==> src/rtl/sigma_delta_acq_ctrl.sv <==
// Sigma-delta bitstream acquisition controller: counts ones over decimation
// windows, discards settling windows, and buffers samples in a small FWFT FIFO.
module sigma_delta_acq_ctrl #(
  parameter int DECIM_W    = 16,
  parameter int FIFO_DEPTH = 4,
  parameter int SETTLE_WIN = 2
) (
  input  logic               clk,
  input  logic               rst,
  input  logic               cfg_start,
  input  logic               cfg_stop,
  input  logic [DECIM_W-1:0] cfg_decim,
  input  logic [DECIM_W-1:0] cfg_nsamples,
  input  logic               sd_bit,
  output logic               sd_en,
  output logic               m_valid,
  input  logic               m_ready,
  output logic [DECIM_W-1:0] m_data,
  output logic               busy,
  output logic               done,
  output logic               overflow,
  output logic [3:0]         led
);
  localparam int AW = $clog2(FIFO_DEPTH);
  localparam logic [AW:0]        DEPTH_C  = (AW+1)'(FIFO_DEPTH);
  localparam logic [DECIM_W-1:0] SETTLE_C = DECIM_W'(SETTLE_WIN);
  localparam logic [DECIM_W-1:0] ONE      = DECIM_W'(1);
  localparam logic [DECIM_W-1:0] TWO      = DECIM_W'(2);

  typedef enum logic [1:0] {IDLE, SETTLE, RUN, DRAIN} state_t;
  state_t state;

  logic [DECIM_W-1:0] decim_q, nsamp_q, acc, wcnt, scnt, settle_cnt;
  logic [DECIM_W-1:0] win_val, scnt_nxt;
  logic [DECIM_W-1:0] mem [FIFO_DEPTH];
  logic [AW-1:0]      wr_ptr, rd_ptr;
  logic [AW:0]        count;
  logic               dump, push, push_ok, pop, last_sample;

  assign sd_en       = (state == SETTLE) || (state == RUN);
  assign busy        = (state != IDLE);
  assign dump        = sd_en && (wcnt == decim_q - ONE);
  assign win_val     = acc + DECIM_W'(sd_bit);
  assign m_valid     = (count != '0);
  assign m_data      = m_valid ? mem[rd_ptr] : '0;
  assign pop         = m_valid && m_ready;
  assign push        = (state == RUN) && dump;
  // A full FIFO still accepts the push when the head leaves on the same edge.
  assign push_ok     = push && ((count != DEPTH_C) || pop);
  assign scnt_nxt    = scnt + ONE;
  assign last_sample = push && (nsamp_q != '0) && (scnt_nxt == nsamp_q);
  assign led         = {m_valid, overflow, state == RUN, busy};

  always_ff @(posedge clk) begin
    if (!rst && push_ok) mem[wr_ptr] <= win_val;
  end

  always_ff @(posedge clk) begin
    if (rst) begin
      state      <= IDLE;
      decim_q    <= TWO;
      nsamp_q    <= '0;
      acc        <= '0;
      wcnt       <= '0;
      scnt       <= '0;
      settle_cnt <= '0;
      wr_ptr     <= '0;
      rd_ptr     <= '0;
      count      <= '0;
      done       <= 1'b0;
      overflow   <= 1'b0;
    end else begin
      done <= 1'b0;
      if (sd_en) begin
        if (dump) begin
          acc  <= '0;
          wcnt <= '0;
        end else begin
          acc  <= win_val;
          wcnt <= wcnt + ONE;
        end
      end
      if (push_ok) wr_ptr <= wr_ptr + AW'(1);
      if (pop)     rd_ptr <= rd_ptr + AW'(1);
      case ({push_ok, pop})
        2'b10:   count <= count + (AW+1)'(1);
        2'b01:   count <= count - (AW+1)'(1);
        default: count <= count;
      endcase
      if (push && !push_ok) overflow <= 1'b1;
      if (push) scnt <= scnt_nxt;
      case (state)
        IDLE: if (cfg_start && !cfg_stop) begin
          decim_q    <= (cfg_decim < TWO) ? TWO : cfg_decim;
          nsamp_q    <= cfg_nsamples;
          overflow   <= 1'b0;
          acc        <= '0;
          wcnt       <= '0;
          scnt       <= '0;
          settle_cnt <= '0;
          state      <= (SETTLE_WIN == 0) ? RUN : SETTLE;
        end
        SETTLE: if (cfg_stop) state <= DRAIN;
          else if (dump) begin
            settle_cnt <= settle_cnt + ONE;
            if (settle_cnt + ONE == SETTLE_C) state <= RUN;
          end
        RUN: if (cfg_stop || last_sample) state <= DRAIN;
        DRAIN: if (count == '0) begin
          state <= IDLE;
          done  <= 1'b1;
        end
        default: state <= IDLE;
      endcase
    end
  end
endmodule

==> config.mk <==
export PLATFORM = sky130hd
export DESIGN_NAME = sigma_delta_acq_ctrl
export DESIGN_NICKNAME = d
export VERILOG_FILES = /design/src/rtl/sigma_delta_acq_ctrl.sv
export SDC_FILE = /design/constraint.sdc
export NUM_CORES = 1
export LEC_CHECK = 0
export ABC_CLOCK_PERIOD_IN_PS = 4300
export BUFFER_PORTS_ARGS = -buffer_cell sky130_fd_sc_hd__buf_4
export CORE_ASPECT_RATIO = 0.9
export CORE_UTILIZATION = 61
export CTS_BUF_LIST = sky130_fd_sc_hd__clkbuf_16
export CTS_CLUSTER_SIZE = 20
export DETAILED_ROUTE_END_ITERATION = 12
export GPL_TIMING_DRIVEN = 0
export PLACE_DENSITY = 0.82
export SETUP_SLACK_MARGIN = 0.3
export SYNTH_ARGS = -nofsm -noshare
export SYNTH_HDL_FRONTEND = slang
export SYNTH_SLANG_ARGS = --single-unit
export TNS_END_PERCENT = 5
==> constraint.sdc <==
create_clock -name clk -period 4.3 [get_ports clk]
set_input_delay 0.86 -clock clk [delete_from_list [all_inputs] [get_ports clk]]
set_output_delay 0.86 -clock clk [all_outputs]
set_load 0.03 [all_outputs]
## After elaboration in Yosys (flattened, before gate mapping)

Memories as Yosys holds them, arrays and structs flattened. A register that Yosys moved wholly into a read port is not among the register bits.
Index checks and enable logic that the tools add are counted.

| word-level totals | value |
|---|---|
| word-level logic and storage cells | 99 |
| memories | 1 |
| ROM bits | 0 |
| memory bits (writable) | 64 |
| output and inout bits | 25 |
| flip-flop bits (word level) | 107 |
| bits in latches | 0 |
| input port bits | 38 |

| operators by class | value |
|---|---|
| add/sub/neg operators | 9 |
| multipliers | 0 |
| reductions and logical operators | 26 |
| shift-type cells | 0 |
| bitwise operators | 1 |
| equal/unequal tests | 16 |
| divide/modulo/power cells | 0 |
| mux-type cells | 33 |
| order comparisons | 1 |

Memory list:

| memory | words | width | read ports | clocked after memory_dff | write ports | line | source |
|---|---|---|---|---|---|---|---|
| mem | 4 | 16 | 1 | 1 | 1 | 35 | `logic [DECIM_W-1:0] mem [FIFO_DEPTH];` |

Operator list:

| cell | number |
|---|---|
| 16-bit two-way mux | 16 |
| 16-bit by 1-bit adder with 16-bit output, second input constant | 3 |
| 16-bit == test | 2 |
| 16-bit one-hot mux with 2 select lines | 1 |
| 16-bit by 1-bit adder with 16-bit output | 1 |
| 16-bit by 2-bit == test with 1-bit output, second input constant | 1 |
| 16-bit by 2-bit less-than comparator with 1-bit output, second input constant | 1 |
| 2-bit two-way mux | 8 |
| 16-bit nonzero test | 1 |
| 16-bit by 1-bit subtractor with 16-bit output, second input constant | 1 |
| 1-bit logical AND | 9 |
| 2-bit != test, second input constant | 4 |
| 2-bit one-hot mux with 4 select lines | 1 |
| 2-bit == test, second input constant | 3 |
| 1-bit two-way mux | 6 |
| 3-bit != test, second input constant | 2 |
| 3-bit one-hot mux with 2 select lines | 1 |
| 2-bit nonzero test | 3 |
| 5-bit AND reduction | 1 |
| 2-bit by 1-bit adder with 2-bit output, second input constant | 2 |
| 2-bit by 1-bit == test with 1-bit output, second input constant | 2 |
| 4-bit AND reduction | 1 |
| 3-bit by 1-bit adder with 3-bit output, second input constant | 1 |
| 1-bit logical NOT | 3 |
| other kinds (10) | 12 |

## Logic depth before layout (Yosys ltp)

| logic depth | value |
|---|---|
| depth in word-level cells | 10 |
| depth in mapped cells | 16 |
| mapped depth without buffers | 14 |

## Worst setup path before layout

OpenSTA, ideal clock, no wires.

| timing | value |
|---|---|
| path kind | register to register |
| from | register decim_q[5] |
| to | memory mem[0][0], enable pin |
| path slack | 0.406 ns |
| data required time | 3.926 ns |
| arrival | 3.521 ns |
| period minus slack after synthesis | 3.894 ns |
| setup time | 0.374 ns |
| path buffers | 2 |
| stages on the path, launching flop included | 11 |
| cells stage by stage | dfxtp_1 buf_4 or4_4 or4_4 a2111oi_4 o211ai_1 a2111oi_4 buf_4 nand2_2 nor3_1 and2_1 |

| between the ends | value |
|---|---|
| word-level cells in the longest chain between the ends | 8 |

RTL lines:

| element | line | source |
|---|---|---|
| start, declared | 33 | `logic [DECIM_W-1:0] decim_q, nsamp_q, acc, wcnt, scnt, settle_cnt;` |
| start signal, assigned | 94 | `decim_q <= (cfg_decim < TWO) ? TWO : cfg_decim;` |
| 16-bit by 1-bit subtractor with 16-bit output | 42 | `assign dump = sd_en && (wcnt == decim_q - ONE);` |
| 16-bit == test | 42 |  |
| 1-bit logical AND | 42 |  |
| 1-bit logical AND | 47 | `assign push = (state == RUN) && dump;` |
| 1-bit logical AND | 49 | `assign push_ok = push && ((count != DEPTH_C) \|\| pop);` |
| 1-bit logical AND | 55 | `if (!rst && push_ok) mem[wr_ptr] <= win_val;` |
| 1-bit two-way mux | 55 |  |
| 1-bit two-way mux (not written as such) | 55 |  |
| end, declared | 35 |  |

Every way passes these cells.

## Worst setup path after layout

| timing | value |
|---|---|
| from | register decim_q[0] |
| to | register count[2] |

| between the ends | value |
|---|---|
| word-level cells in the longest chain between the ends | 7 |
| elaborated cells on any way between the ends | 9 |
| classes of those cells | 1 x add/sub; 3 x eq/ne; 1 x mux; 4 x reduce/logical |

RTL lines:

| element | line | source |
|---|---|---|
| 16-bit by 1-bit subtractor with 16-bit output (*) | 42 |  |
| 16-bit == test (*) | 42 |  |
| 1-bit logical AND (*) | 42 |  |
| 1-bit logical AND (*) | 47 |  |
| 1-bit logical AND (*) | 49 |  |
| 2-bit by 1-bit == test with 1-bit output / 2-bit == test (equally long branches) | 85 | `case ({push_ok, pop})` |
| 3-bit one-hot mux with 2 select lines / 2-bit nonzero test (equally long branches) | n/a |  |
| end signal, assigned | 86 | `2'b10: count <= count + (AW+1)'(1);` |
| end signal, assigned | 87 | `2'b01: count <= count - (AW+1)'(1);` |
| end signal, assigned | 88 | `default: count <= count;` |
| end, declared | 37 | `logic [AW:0] count;` |

Mark *: on every way between the ends. The rest lies on a longest branch, timed or not.
A chain may end at the register's enable or synchronous reset.

==> metrics.yaml <==
drive_above_1_share_pct: 15.3
fp.dieH_um: 116
rsz0062_at_grt: "no"
endpoint_kind: "flip-flop"
synth_area_leaders: "dfxtp_1 25%, edfxtp_1 22%, xor2_1 4.4%"
ys_seq_area_share_pct: 46.5
clock-root-buffer: "clkbuf_16"
yosysWarnings: 0
arrival_ps: 4190
drcViolationCount: 0
coreArea_um2: 14100
nets: 1014
power_frac_clock_pct: 34.9
p_sw_share_pct: 31.8
grt_pass1_vias: 6262
final_cells: 1166
routed_wl_um: 19600
portBuffers: 61
grt_start_max_net_pins: 18
critPathKind: "flip-flop to flip-flop"
die_x_um: 129
slew-limit-headroom_pct: 41.3
synth_ff_type: "dfxtp_1"
tritoncts: "done"
max_freq_mhz: 262
synth_edf_count: 64
switchingPower_w: 0.00133
clkSinkCount: 173
drv_slew: 0
synth_nets: 928
yosys-top-cells-count: "109 x dfxtp_1, 66 x nor2_1, 64 x edfxtp_1, 51 x nand2_1"
gp_congestion: 0.881
dr.pass1.iters: 5
whs_path_depth: 2
cts_buffer_depth: 2
outcome: "completed"
n_antenna_cell: 0
setup_viol: 0
grt_usage_pct: 27.4
clkSlewWorstSetupHoldPaths_ps: 70
fin_crit_sh_pct: 88.9
antenna_found_initial: 0
finalCriticalPeriod_ps: 3820
crit_required_ps: 4670
worst_pin_slew_ps: 880
cts_buffers: 17
avgSynthCellArea_um2: 10.1
power_frac_comb_pct: 21.3
hold_violations: 0
drt_iter0_drc: 623
synth_area_um2: 8820
cp_max_fo: 9
ant_nets: 0
start_kind: "flip-flop"
power.density_nw_per_um2: 409
ir_worst_vdd_uv: 305
placementRows: 41
synthArstFlopShare_pct: 0
clock_skew_ps: 9.10
cap_violations: 0
h-tree-depth: 4
reg2regPathDepth: 16
ys_ff_latch: 173
postSynthCellCount: 874
grt_overflow: 0
ys_types: 66
p_int_w: 0.00284
seq_power_share_pct: 43.7
via_per_inst: 6.01
die-area_um2: 14900
start_util_pct: 62.7
grt_pass1_wl_um: 31500
clk_latency_ps: 430
hpwlAfterDp_um: 13400
dp.cells: 1128
ios: 63
area_growth_pct: 15.4
min_path_type: "flip-flop to flip-flop"
leakagePower_nw: 3.58
fin_util_pct: 72.4
vias: 7003
synth_top_area_share_pct: 24.7
synth.most_common_cell: "dfxtp_1"
synth_top_area_cell: "dfxtp_1"
wl_per_cell_um: 16.8
==> metrics by stage <==
stage	instance area, µm²	worst slack, ps	total power, W	setup TNS, ps	hold WS [ps]
after floorplan	8820	406	0.00245	0	445
after global placement	9520	-336	0.00270	-21320	454
after detailed placement	9520	-437	0.00272	-24970	466
after CTS	10100	284	0.00415	0	479
after global routing	10200	281	0.00434	0	499
final	10200	477	0.00417	0	479
==> cells in the final DEF, fill, tap and decap left out, types with 5 or more instances in the layout <==
| cell type | instances |
|---|---|
| edfxtp_1 | 64 |
| nand2_1 | 51 |
| mux4_2 | 16 |
| inv_6 | 7 |
| o21a_1 | 7 |
| clkbuf_16 | 17 |
| nand4_1 | 26 |
| a22o_1 | 29 |
| a22oi_1 | 7 |
| nand3_1 | 32 |
| clkbuf_1 | 44 |
| nand2b_1 | 7 |
| xor2_1 | 44 |
| a21oi_1 | 43 |
| o21ai_0 | 31 |
| and2_1 | 23 |
| or4_1 | 7 |
| nor4_1 | 14 |
| nor3_1 | 14 |
| buf_4 | 71 |
| inv_1 | 23 |
| dfxtp_1 | 108 |
| xnor2_1 | 40 |
| ha_1 | 14 |
| mux2i_1 | 5 |
| a31oi_1 | 6 |
| and3_1 | 12 |
| nand3b_1 | 18 |
| nor2_1 | 66 |
| o211ai_1 | 10 |
| and4_1 | 10 |
| or3_1 | 21 |
==> sequential cells by signal, indices dropped and copies added, names as in the netlist, named ones only <==
register and cells:
overflow 1, count 3, state 2, mem 64, nsamp_q 16, scnt 16, acc 16, decim_q 16
wr_ptr 2, settle_cnt 16, done 1, rd_ptr 2, wcnt 16
==> worst paths after layout <==
| path | to | slack, ps | start |
|---|---|---|---|
| worst max-delay path | count[2]$_SDFFE_PP0P_ | 480 | decim_q[0]$_SDFFE_PP0P_ |
| worst min-delay path | acc[15]$_SDFF_PP0_ | 480 | acc[15]$_SDFF_PP0_ |
| worst max register to register | count[2]$_SDFFE_PP0P_ | 480 | decim_q[0]$_SDFFE_PP0P_ |
| worst min register to register | acc[15]$_SDFF_PP0_ | 480 | acc[15]$_SDFF_PP0_ |
==> critical path, stage by stage, from the launching register on <==
cell and delay [ps]:
dfxtp_2 350, inv_1 70, ha_2 190, or4b_4 470, or4_4 440, a2111oi_4 330, o211ai_1 210, a2111oi_4 390
buf_6 180, nand2_8 80, buf_8 180, nand3_1 90, fa_2 190, inv_1 60, and4_1 160, o31a_1 230
a21oi_1 130
==> power groups by stage <==
stage          registers, W  clock network, W  logic (W)
6_report            0.00182           0.00146   0.000889
5_1_grt             0.00183           0.00153   0.000978
4_1_cts             0.00182           0.00146   0.000873
3_5_place_dp        0.00186                 0   0.000864
3_3_place_gp        0.00185                 0   0.000850
2_1_floorplan       0.00184                 0   0.000618
==> cell families (layout without fill, tap and decap cells) <==
| group | after synthesis | after routing | synth area share (%) |
|---|---|---|---|
| muxes | 25 | 25 | 5.16 |
| buffers and inverters | 78 | 177 | 3.59 |
| and+or+nand+nor | 329 | 329 | 20.6 |
| adders and majority gates | 16 | 16 | 2.35 |
| DFF | 173 | 173 | 46.5 |
| AOI/OAI and AO/OA | 169 | 169 | 13.4 |
| xor gates and xnor gates | 84 | 84 | 8.34 |
==> what timing repair did <==
| item | CTS | global route |
|---|---|---|
| buffers inserted | 1 | 5 |
| gates cloned | 0 | 0 |
| pin swaps | 1 | 6 |
| endpoints found under the hold margin | 0 | 0 |
| gates resized for setup | 12 | 10 |
| endpoints found under the setup margin | 66 | 66 |
| hold buffers | 0 | 0 |
==> area by class of cell <==
class	instances	area (µm²)
multi-input cells	623	4450
flip-flops and latches	173	4110
fillers	1037	3870
repair buffers	67	503
clock buffers	17	425
plain buffers	56	248
well taps	193	241
clock inverters	15	125
inverters	22	82.6
==> metal layers <==
| layer | GRT usage (%) | part of all wire, % | vias up | wire length, µm |
|---|---|---|---|---|
| met5 | 0 | 0 | - | 0 |
| met4 | 8.00 | 1.3 | 0 | 256 |
| met3 | 5.96 | 5.6 | 28 | 1100 |
| met2 | 45.6 | 48 | 247 | 9390 |
| met1 | 36.1 | 45 | 3329 | 8850 |
| li1 | - | - | 3399 | - |
No activity file was read; power rests on OpenSTA's default activity.
